==> src/rtl/shiftreg_16_right_deser.sv <==
// shiftreg_16_right_deser
// Serial-to-parallel receiver for the LSB-first bitstream produced by a
// right-shifting shift register. Word alignment comes from a frame-start
// strobe; assembled words are handed on through a one-entry valid/ready
// buffer, with sticky overrun and one-cycle sync-error flags.

module shiftreg_16_right_deser #(
    parameter int WIDTH        = 16,
    parameter int REQUIRE_SYNC = 1
) (
    input  logic                       Clock,
    input  logic                       Sclr_n,
    input  logic                       SerIn,
    input  logic                       SerValid,
    input  logic                       FrameStart,
    output logic [WIDTH-1:0]           Q,
    output logic                       Valid,
    input  logic                       Ready,
    output logic                       Overrun,
    input  logic                       ClrOvr,
    output logic                       SyncErr,
    output logic [$clog2(WIDTH):0]     BitCnt
);

    localparam int CNT_W = $clog2(WIDTH) + 1;
    localparam logic [CNT_W-1:0] LAST_CNT = CNT_W'(WIDTH);
    localparam logic [CNT_W-1:0] ONE_CNT  = CNT_W'(1);

    // HUNT waits for a frame start, RECV accumulates aligned bits.
    typedef enum logic {
        HUNT = 1'b0,
        RECV = 1'b1
    } state_t;

    localparam state_t RESET_STATE = (REQUIRE_SYNC != 0) ? HUNT : RECV;

    state_t            r_state;
    logic [WIDTH-1:0]  r_acc;
    logic [CNT_W-1:0]  r_bitCnt;
    logic [WIDTH-1:0]  r_q;
    logic              r_valid;
    logic              r_overrun;
    logic              r_syncErr;

    logic              w_restart;
    logic              w_take;
    logic              w_syncErr;
    logic [WIDTH-1:0]  w_accBase;
    logic [WIDTH-1:0]  w_shifted;
    logic [CNT_W-1:0]  w_cntNext;
    logic              w_complete;
    logic              w_drain;
    logic              w_load;
    logic              w_drop;

    // Decode what the current bit does: start a word, extend one, complete one,
    // and whether the output buffer can take a completed word this cycle.
    always_comb begin
        w_restart  = SerValid && FrameStart;
        w_take     = SerValid && (FrameStart || (r_state == RECV));
        w_syncErr  = w_restart && (r_state == RECV) && (r_bitCnt != '0);
        w_accBase  = w_restart ? '0 : r_acc;
        w_shifted  = {SerIn, w_accBase[WIDTH-1:1]};
        w_cntNext  = w_restart ? ONE_CNT : (r_bitCnt + ONE_CNT);
        w_complete = w_take && (w_cntNext == LAST_CNT);
        w_drain    = r_valid && Ready;
        w_load     = w_complete && (!r_valid || w_drain);
        w_drop     = w_complete && r_valid && !w_drain;
    end

    // Receiver state, accumulator, output buffer and flags, all registered.
    always_ff @(posedge Clock) begin
        if (!Sclr_n) begin
            r_state   <= RESET_STATE;
            r_acc     <= '0;
            r_bitCnt  <= '0;
            r_q       <= '0;
            r_valid   <= 1'b0;
            r_overrun <= 1'b0;
            r_syncErr <= 1'b0;
        end else begin
            r_syncErr <= w_syncErr;

            if (w_take) begin
                r_state <= RECV;
                if (w_complete) begin
                    r_acc    <= '0;
                    r_bitCnt <= '0;
                end else begin
                    r_acc    <= w_shifted;
                    r_bitCnt <= w_cntNext;
                end
            end

            if (w_load) begin
                r_q     <= w_shifted;
                r_valid <= 1'b1;
            end else if (w_drain) begin
                r_valid <= 1'b0;
            end

            if (w_drop) begin
                r_overrun <= 1'b1;
            end else if (ClrOvr) begin
                r_overrun <= 1'b0;
            end
        end
    end

    assign Q       = r_q;
    assign Valid   = r_valid;
    assign Overrun = r_overrun;
    assign SyncErr = r_syncErr;
    assign BitCnt  = r_bitCnt;

endmodule

==> config.mk <==
export PLATFORM = sky130hd
export DESIGN_NAME = shiftreg_16_right_deser
export DESIGN_NICKNAME = d
export VERILOG_FILES = /design/src/rtl/shiftreg_16_right_deser.sv
export SDC_FILE = /design/constraint.sdc
export NUM_CORES = 1
export LEC_CHECK = 0
export ABC_AREA = 1
export CAP_MARGIN = 20
export CORE_ASPECT_RATIO = 0.75
export CORE_MARGIN = 8
export CORE_UTILIZATION = 50
export DETAILED_ROUTE_END_ITERATION = 8
export PLACE_DENSITY = 0.75
export RECOVER_POWER = 100
export REMOVE_ABC_BUFFERS = 1
export SLEW_MARGIN = 10
export SYNTH_ARGS = -nofsm -noshare
export SYNTH_HDL_FRONTEND = slang
export SYNTH_SLANG_ARGS = --single-unit
==> constraint.sdc <==
create_clock -name Clock -period 2.05 [get_ports Clock]
set_input_delay 0.41 -clock Clock [delete_from_list [all_inputs] [get_ports Clock]]
set_output_delay 0.41 -clock Clock [all_outputs]
set_load 0.01 [all_outputs]
==> flow_metrics.env <==
export IMPL_worst_slew_pin_slew_ns=0.347
export IMPL_coreArea_sq_mm=0.00371
export IMPL_crit_chain="dlygate4sd3_1"
export IMPL_synth_distinct_cells=25
export IMPL_cp_depth=1
export IMPL_cts_tree="yes"
export IMPL_cts_max_path_buffers=2
export IMPL_dp_hpwl_microns=3210
export IMPL_vias=1827
export IMPL_slowest_stage="dlygate4sd3_1"
export IMPL_startpoint="BitCnt[2]"
export IMPL_grt_pass1_vias=1694
export IMPL_grt_overflow=0
export IMPL_max_stage_delay_ns=0.65
export IMPL_ir_drop_uv=479
export IMPL_pin_count=31
export IMPL_cts_max_level=2
export IMPL_whs_path_depth=2
export IMPL_synth_area_per_cell_sq_um=6.71
export IMPL_power_density_mw_per_mm2=620
export IMPL_die_height_microns=70.1
export IMPL_p_comb_share_pct=6.6
export IMPL_cts_hold_buf=0
export IMPL_initial_core_util_pct=52.6
export IMPL_status="complete, no violations"
export IMPL_die_area_sq_mm=0.00618
export IMPL_route_detailed_drc=0
export IMPL_grt_setup_unrepaired="no"
export IMPL_clock_sinks=40
export IMPL_num_antenna_cells=0
export IMPL_rows=19
export IMPL_seq_area_frac_synth_pct=41.0
export IMPL_root_buffer="clkbuf_8"
export IMPL_gp_congestion=0.850
export IMPL_path_max_fanout=8
export IMPL_nNetsFinal=336
export IMPL_fin_skew_ns=0.00551
export IMPL_final_period_utilization_pct=88.7
export IMPL_clk_pin_slew_ns=0.07
export IMPL_mostFrequentLayoutCells="91 x nand2_1, 47 x inv_1, 40 x dfxtp_1, 40 x nor2_1, 24 x dlygate4sd3_1"
export IMPL_finalSetupViolCount=0
export IMPL_r2r_cells=10
export IMPL_endpoint="BitCnt[2]"
export IMPL_synth_area_leader_cell="dfxtp_1"
export IMPL_yosys_top_cells_area="dfxtp_1 41%, nand2_1 18%, inv_1 8.8%, nor2_1 7.7%, a21oi_1 5.1%"
export IMPL_hold_path_class="flip-flop to flip-flop"
export IMPL_gr_usage_all_layers_pct=15.3
export IMPL_dp_slack_ns=0.0342
export IMPL_fillers=348
export IMPL_critical_path_arrival_ns=1.41
export IMPL_layout_min_cycle_time_ns=1.82
export IMPL_critPathRequiredTime_ns=1.64
export IMPL_relSlewSlack_pct=76.8
export IMPL_clkPwrFrac_pct=41.5
export IMPL_antenna_left=0
export IMPL_finalHoldViolCount=0
export IMPL_portBuffers=30
export IMPL_final_layout_size_suffix_gt1_share_pct=9.15
export IMPL_reg2reg_to="Q[7]"
export IMPL_cts_setup_buffers=0
export IMPL_p_switching_uw=333
export IMPL_cts_inserted_buffers=5
export IMPL_syn_area_sq_mm=0.00195
export IMPL_crit_path_end_kind="output pin"
export IMPL_internal_power_uw=1180
export IMPL_r2r_slack_ns=0.34
export IMPL_cts_resized=0
export IMPL_cp_top_family="buffers and inverters"
export IMPL_final_common_cell="nand2_1"
export IMPL_avgViaCountPerCell=4.81
export IMPL_grt_pass1_wl_microns=7580
export IMPL_r2r_start="BitCnt[0]"
export IMPL_critPathKind="flip-flop to output pin"
export IMPL_cap_violations=0
export IMPL_slew_viol_final=0
export IMPL_antenna_found_initial=0
export IMPL_worst_slack_ns=0.232
export IMPL_pwr_share_seq_pct=52.0
export IMPL_clock_latency_ns=0.30
export IMPL_finalWirelength_microns=4370
export IMPL_leakage_uw=0.00113
export IMPL_startpoint_type="flip-flop"
export IMPL_drtPass1Iterations=4
export IMPL_yosys_warnings=0
export IMPL_first_iter_violations=146
export IMPL_syn_inst=291
export IMPL_avgRoutedWirePerCell_microns=11.5
export IMPL_synth_seq_cells=40
export IMPL_grt_max_degree=21
export IMPL_area_delta_synth_final_pct=25.1
export IMPL_max_freq_ghz=0.550
export IMPL_finalSetupTns_ns=0
export IMPL_p_sw_share_pct=22.0
export IMPL_die_w_microns=88.1
export IMPL_yosysTopAreaCellShare_pct=41.0
export IMPL_path_buf_inv=1
[through the flow]
stage	instance area, sq um	hold slack (ns)	utilization (%)	instances	power, uW
floorplan	1850	0.445	-	276	851
global placement	2340	0.453	63.2	372	905
detailed placement	2340	0.455	63.2	372	905
CTS	2450	0.467	66.1	380	1540
global route	2440	0.498	65.8	380	1580
finish	2440	0.468	65.8	380	1510
[flip-flops by register name, summed over array words and instances, names as in the netlist]
signal   flops
Q           16
r_state      1
r_acc       15
Overrun      1
Valid        1
BitCnt       5
SyncErr      1
[layer usage]
metal	vias to the layer above	track usage [%]	routed length [microns]
met5	-	0	0
met4	0	5.05	48
li1	956	-	-
met1	800	19.9	2120
met2	64	22.6	1830
met3	7	5.72	370
[logic make-up after synthesis]
| logic type | count (synthesis) | share of synthesized area (%) |
|---|---|---|
| buf+inv | 63 | 14.6 |
| compound gates | 24 | 6.67 |
| fa+ha+maj | 2 | 1.28 |
| flops | 40 | 41.0 |
| simple gates | 162 | 36.5 |
[layout make-up]
class,instances,area (sq um),area share [%]
flip-flops and latches,40,801,32.8
clock inverters,2,35.0,1.44
inverters,48,180,7.38
repair buffers,44,427,17.5
well taps,52,65.1,2.67
multi-input cells,188,861,35.3
clock buffers,6,72.6,2.97
[worst min-delay path by stage]
stage                    from  slack, ns        end
floorplan           r_acc[11]       0.45  r_acc[11]
global placement     r_acc[7]       0.45   r_acc[7]
detailed placement   r_acc[7]       0.45   r_acc[7]
CTS                  r_acc[7]       0.47   r_acc[7]
global route        r_acc[14]       0.50  r_acc[14]
finish              r_acc[14]       0.47  r_acc[14]
[cells in the mapped netlist, drive strengths merged]
master and instances:
nand2 93, inv 48, nor2 44, dfxtp 40, a21oi 21, nand4 16, buf 12, nand3 8
clkbuf 3, ha 2, a211oi 1, a41oi 1, nor3 1, o21ai 1
[power groups by stage]
stage	Sequential [uW]	Clock, uW	Combinational [uW]
after detailed placement	805	0	100
after floorplan	805	0	46.4
after global placement	805	0	99.9
final	787	628	99.5
after global routing	787	688	108
after CTS	786	649	101
[worst min-delay path: cells and delay by family (launching register included)]
| family | cells | cell delay [ns] |
|---|---|---|
| compound gates | 1 | 0.05 |
| flops | 1 | 0.31 |
| simple gates | 1 | 0.06 |
No activity file was read; power rests on OpenSTA's default activity.
